### src/rtl/conv_window_gen.sv
// Streaming line buffer and KxK window generator.
// Emits every fully populated neighbourhood of a raster pixel stream.
module conv_window_gen #(
    parameter int KERNEL_SIZE = 3,
    parameter int PX_SIZE     = 8,
    parameter int IMG_WIDTH   = 64,
    parameter int IMG_HEIGHT  = 64,
    localparam int XW = $clog2(IMG_WIDTH),
    localparam int YW = $clog2(IMG_HEIGHT)
) (
    input  logic clk,
    input  logic rst_n,
    input  logic [PX_SIZE-1:0] px_in,
    input  logic px_valid,
    output logic px_ready,
    output logic [KERNEL_SIZE-1:0][KERNEL_SIZE-1:0][PX_SIZE-1:0] win_out,
    output logic [XW-1:0] win_x,
    output logic [YW-1:0] win_y,
    output logic win_last,
    output logic win_valid,
    input  logic win_ready
);

    localparam int K = KERNEL_SIZE;

    logic [PX_SIZE-1:0] r_lb [K-1][IMG_WIDTH];
    logic [K-1:0][K-1:0][PX_SIZE-1:0] r_win;
    logic [K-1:0][PX_SIZE-1:0] w_colv;
    logic [XW-1:0] r_col;
    logic [YW-1:0] r_row;
    logic [XW-1:0] r_x;
    logic [YW-1:0] r_y;
    logic r_valid;
    logic r_last;
    logic w_acc;
    logic w_emit;
    logic w_col_end;
    logic w_row_end;

    assign px_ready  = !r_valid || win_ready;
    assign w_acc     = px_valid && px_ready;
    assign w_col_end = r_col == XW'(IMG_WIDTH - 1);
    assign w_row_end = r_row == YW'(IMG_HEIGHT - 1);
    assign w_emit    = (r_col >= XW'(K - 1)) && (r_row >= YW'(K - 1));

    assign win_out   = r_win;
    assign win_x     = r_x;
    assign win_y     = r_y;
    assign win_last  = r_last;
    assign win_valid = r_valid;

    // Column vector: oldest row on top, incoming pixel at the bottom.
    always_comb begin
        w_colv = '0;
        for (int r = 0; r < K - 1; r++) begin
            w_colv[r] = r_lb[K-2-r][r_col];
        end
        w_colv[K-1] = px_in;
    end

    always_ff @(posedge clk) begin
        if (w_acc) begin
            r_lb[0][r_col] <= px_in;
            for (int i = 1; i < K - 1; i++) begin
                r_lb[i][r_col] <= r_lb[i-1][r_col];
            end
        end
    end

    always_ff @(posedge clk or negedge rst_n) begin
        if (!rst_n) begin
            r_win <= '0;
        end else if (w_acc) begin
            for (int r = 0; r < K; r++) begin
                for (int c = 0; c < K - 1; c++) begin
                    r_win[r][c] <= r_win[r][c+1];
                end
                r_win[r][K-1] <= w_colv[r];
            end
        end
    end

    always_ff @(posedge clk or negedge rst_n) begin
        if (!rst_n) begin
            r_col   <= '0;
            r_row   <= '0;
            r_x     <= '0;
            r_y     <= '0;
            r_valid <= 1'b0;
            r_last  <= 1'b0;
        end else if (w_acc) begin
            r_col <= w_col_end ? '0 : r_col + 1'b1;
            if (w_col_end) begin
                r_row <= w_row_end ? '0 : r_row + 1'b1;
            end
            if (w_emit) begin
                r_valid <= 1'b1;
                r_x     <= r_col - XW'(K - 1);
                r_y     <= r_row - YW'(K - 1);
                r_last  <= w_col_end && w_row_end;
            end else if (win_ready) begin
                r_valid <= 1'b0;
            end
        end else if (win_ready) begin
            r_valid <= 1'b0;
        end
    end

endmodule

### config.mk
export PLATFORM = sky130hd
export DESIGN_NAME = conv_window_gen
export DESIGN_NICKNAME = d
export VERILOG_FILES = /design/src/rtl/conv_window_gen.sv
export SDC_FILE = /design/constraint.sdc
export NUM_CORES = 1
export LEC_CHECK = 0
export BUFFER_PORTS_ARGS = -buffer_cell sky130_fd_sc_hd__buf_4
export CORE_MARGIN = 8
export CORE_UTILIZATION = 55
export CTS_BUF_LIST = sky130_fd_sc_hd__clkbuf_4 sky130_fd_sc_hd__clkbuf_8 sky130_fd_sc_hd__clkbuf_16
export CTS_CLUSTER_DIAMETER = 100
export DETAILED_ROUTE_END_ITERATION = 10
export PLACE_DENSITY = 0.71
export RECOVER_POWER = 100
export SYNTH_ARGS = -nofsm -noshare
export SYNTH_HDL_FRONTEND = slang
export SYNTH_SLANG_ARGS = --single-unit
### constraint.sdc
create_clock -name clk -period 6.1 [get_ports clk]
set_clock_uncertainty 0.1 [all_clocks]
set_input_delay 0.305 -clock clk [delete_from_list [all_inputs] [get_ports clk]]
set_output_delay 0.305 -clock clk [all_outputs]
set_load 0.005 [all_outputs]
== After elaboration in Yosys (flattened, before gate mapping) ==
Memories as Yosys holds them, arrays and structs flattened.
Index checks and enable logic that the tools add are counted.
Operators by class
  add/sub/neg operators: 4
  order comparisons: 4
  eq/ne operators: 2
  multiplexer cells: 15
  bitwise logic cells: 1
  reductions and logical operators: 8
Operator list (number)
  two-way mux 512 bit: 1
  binary-select mux 8 bit (select 6 bit): 2
  demux 8 bit (select 6 bit): 1
  two-way mux 8 bit: 5
  adder 6 x 1 -> 6 bit, second input constant: 2
  == test 6 bit, second input constant: 2
  >= comparator 6 x 2 -> 1 bit, second input constant: 2
  two-way mux 6 bit: 2
  subtractor 6 x 2 -> 6 bit, second input constant: 2
  >= comparator 7 bit, second input constant: 1
  < comparator 7 x 1 -> 1 bit, second input constant: 1
  NOT 6 -> 7 bit: 1
  logical AND 1 bit: 4
  two-way mux 1 bit: 4
  AND reduction 2 bit: 2
  zero test 1 bit: 1
  logical OR 1 bit: 1
Word-level totals
  flip-flop bits (word level): 98
  RAM bits: 1024
  input bits: 12
  output and inout port bits: 87
  word-level logic and storage cells: 50
  memories kept: 1
Memory list
  r_lb: depth 2, width 512, rd ports 2, clocked after memory_dff 0, wr ports 2, RTL line 26  | logic [PX_SIZE-1:0] r_lb [K-1][IMG_WIDTH];

== Longest topological paths before layout ==
  depth after elaboration: 6
  depth in mapped cells: 11

== Least setup slack after synthesis ==
Ideal clock, no wire load.
  kind: reg2reg
  from: reg r_col[1]
  to: mem r_lb[0][1002] (netlist name), data pin
  library setup time: 601 ps
  arrival time: 2793 ps
  data required time: 5399 ps
  slack: 2606 ps
  cell stages (with the launch flop): 9
  path buffers: 4
  period minus slack after synthesis: 3494 ps
  cell sequence: dfrtp_1 > buf_6 > buf_12 > buf_2 > buf_2 > mux4_2 > a22o_1 > a221oi_1 > nand3_1
RTL lines
  from (decl): RTL line 29  | logic [XW-1:0] r_col;
  from (signal assigned): RTL line 92  | r_col <= w_col_end ? '0 : r_col + 1'b1;
  to (decl): RTL line 26

==> results by group <==
Timing
  • Final setup fails: 0
  • Final hold violations: 0
  • Worst setup margin: between 700 and 800 ps
  • Slew Viols, Final: 732
  • Slew HR: -1.647
  • Fin crit share: 0.8744
  • RSZ-0062 raised after global routing: no
  • Hold Worst Slack: between 70 and 80 ps
  • Fin Setup TNS: 0 ps
  • FMAX: approximately 0.19 GHz
  • Worst-margin pin slew: between 3000 and 4000 ps
  • Final Critical Period: 5334 ps

Synth
  • Yosys Warn Count: 0
  • Netlist cell types: 52
  • Post-Synth XOR/XNOR Area: 0.002223
  • Multiplexer area fraction after synthesis: 0.1321
  • Syn nets: ~2400
  • Mapped cell area: between 40000 and 50000 um2
  • Post-Synthesis Cells: 2342
  • Main synth FF type: edfxtp_1
  • Main combinational cell family by area after synthesis: multiplexers
  • Post-synth EDFFs: slightly above 1000
  • Synthesized flop and latch total: 1122
  • Syn Area/Cell: 18.50 um2
  • Compound-Gate Fraction of Synth Area: 0.03667
  • Post-synthesis sequential area ratio: 0.7662
  • Synth Area in Adders: 0.002888
  • Synth Area in Simple Gates: 0.04351
  • Ys async rst share: 0.08734

Critical path
  • Crit. End Element: flip-flop
  • Kind of critical path: reg2reg
  • Data arrival, critical path: roughly 5500 ps
  • Startpoint types: flip-flop
  • Req. time, crit path: roughly 6300 ps
  • Crit-path max FO: 64

Layout
  • NumNets Final: 2556
  • Synth-to-Final Area Change: 12.41%
  • Fillers: around 5500
  • Area occupied by multi-input gates: between 9000 and 10000 um2
  • Share of layout cells above drive strength 1: 0.1667
  • Post-Route Utilization: 0.6206
  • Cell area after layout: slightly below 50000 um2
  • Register Area: about 33000 um2
  • Final Non-Filler Cells: between 3000 and 4000

Place
  • Dpl cells: between 3000 and 4000
  • Setup Slack @ Placement: approximately 1600 ps
  • # port buffers: 98
  • Post-DP HPWL: between 70 and 80 mm
  • Routability Congestion: a little under 1
  • Placed cell areas: 45600 um2

Floorplan
  • Ports: 99
  • Initial Utilization: 0.5521
  • Die Span X: approximately 300 um
  • CORE AREA: between 70000 and 80000 um2
  • Total Die Area: slightly below 90000 um2
  • Row cnt: approximately 100
  • Die height: 296.7 um

Clocking
  • Max Root-Sink Buffers: 3
  • Clk slew on worst S/H paths: 60 ps
  • Clock Latency Late Sink: 690 ps
  • Postcts setup bufs: 0
  • Clock sinks: 1122
  • TritonCTS clock tree: yes
  • Root Buffer: clkbuf_16
  • Max H-tree Level: 3
  • CTS buffer count: between 100 and 150

Global route
  • Gr usage total: 0.2670
  • Vias in the first global route: roughly 23000
  • Grt ovf: 0
  • Initial antenna violation count: 1
  • First-pass GRT wire length: 167.5 mm
  • Largest net degree at the start of global routing: 83

Detailed routing
  • Final WL: ~120 mm
  • Total number of vias: 23730
  • DRT iter0 DRCs: ~3100
  • Detailed-route DRC error count: 0
  • Final ANT Viol Nets: 0
  • Vias per inst: ~6.4
  • Drt pass-1 iters: 6
  • WL/cell: approximately 32 um

Flow run
  • Max cap viols: 17

Pwr
  • Leak: 16.32 nW
  • VDD IR-drop max: approximately 0.00042 V
  • PwrDens: between 500 and 600 nW/um2
  • Total power: around 25 mW

Run status
  • Status: finished with violations
  • Failing checks: capacitance limit, slew limit

Worst hold path
  • Tightest Hold Check Type: in2reg
[worst paths after layout]
check,cells after the start,slack (ps),endpoint,startpoint
hold / removal,5,80,r_col[0],px_valid
min in group asynchronous,2,1210,win_out[53],rst_n
setup reg to reg,6,770,r_lb[0][200],r_col[1]
max in group asynchronous,3,2030,r_col[0],rst_n
setup / recovery,6,770,r_lb[0][200],r_col[1]
hold reg to reg,2,370,win_out[2],win_out[2]
[worst max-delay path, cell delays in order (launching register included)]
cell	delay [ps]
dfrtp_1	1260
buf_12	480
buf_4	570
ha_1	340
nand2_1	410
nor2_1	810
clkbuf_1	780
[kinds of logic (layout without fill, tap and decap cells)]
family          count (synthesis)  in the layout
other cells                     0              2
buf+inv                       132            418
fa+ha+maj                      10             10
compound gates                239            239
simple gates                  447            447
xor+xnor                       11             11
mux                           381            381
flops                        1122           1122
[per-layer routing]
metal  wire, um  part of all wire  vias up  track usage
met5         13           0.00011        -            0
met4       4691             0.040        2       0.1010
met3      13770              0.12      244      0.07565
met2      54040              0.46     1541       0.4127
met1      45010              0.38    12210       0.3636
li1           -                 -     9730            -
[report_power, final]
group / switching, mW / internal (mW)
clock: 2.84 / 3.76
sequential: 0.444 / 10.7
combinational: 5.34 / 2.28
[cells in the final DEF (no fill, tap or decap), types with 7 or more instances in the layout]
cell type	synthesis	routed
dfrtp_1	98	95
clkbuf_16	0	110
o21ai_0	29	29
clkbuf_4	0	72
buf_4	31	31
bufinv_16	0	8
a31oi_1	7	7
nand2_1	229	227
nor3_1	39	39
nand2b_1	8	8
edfxtp_1	1024	1024
nand3_1	24	20
nor2_1	108	107
xnor2_1	9	9
inv_1	8	8
and3_1	8	8
ha_1	10	10
mux2i_1	226	226
o22ai_1	91	91
a22oi_1	29	29
clkbuf_1	31	113
clkinv_2	0	20
mux4_2	151	151
clkinv_1	0	31
a21oi_1	29	29
a22o_1	14	14
[flip-flops by register name, summed over array words and instances, names as in the netlist]
register	cells
win_last	1
win_valid	1
win_out	72
r_col	6
win_y	6
r_row	6
r_lb	1024
win_x	6
[area by class of cell]
cell class | instances | share of cell area
Clock buffer | 133 | 0.06006
Antenna cell | 2 | 0.0001027
Timing Repair Buffer | 204 | 0.02391
Clock inverter | 72 | 0.01256
Multi-Input combinational cell | 1088 | 0.1940
Tap cell | 1050 | 0.02697
Sequential cell | 1122 | 0.6817
Inverter | 9 | 0.0006935
[cells in the mapped netlist, types with 9 or more instances]
| cell type | number | area [um2] |
|---|---|---|
| edfxtp_1 | 1024 | 30750 |
| nand2_1 | 229 | 859.6 |
| mux2i_1 | 226 | 2262 |
| mux4_2 | 151 | 3401 |
| nor2_1 | 108 | 405.4 |
| dfrtp_1 | 98 | 2452 |
| o22ai_1 | 91 | 569.3 |
| buf_2 | 42 | 210.2 |
| nor3_1 | 39 | 195.2 |
| buf_4 | 31 | 232.7 |
| clkbuf_1 | 31 | 116.4 |
| a21oi_1 | 29 | 145.1 |
| a22oi_1 | 29 | 217.7 |
| o21ai_0 | 29 | 145.1 |
| nand3_1 | 24 | 120.1 |
| a22o_1 | 14 | 122.6 |
| buf_1 | 14 | 52.55 |
| ha_1 | 10 | 125.1 |
| xnor2_1 | 9 | 78.83 |
[repair_timing]
| action | CTS | global route |
|---|---|---|
| hold buffers | 2 | 0 |
| endpoints found under the hold margin | 55 | 0 |
| resized for setup | 0 | 0 |
Power figures use the tool's default switching activity.
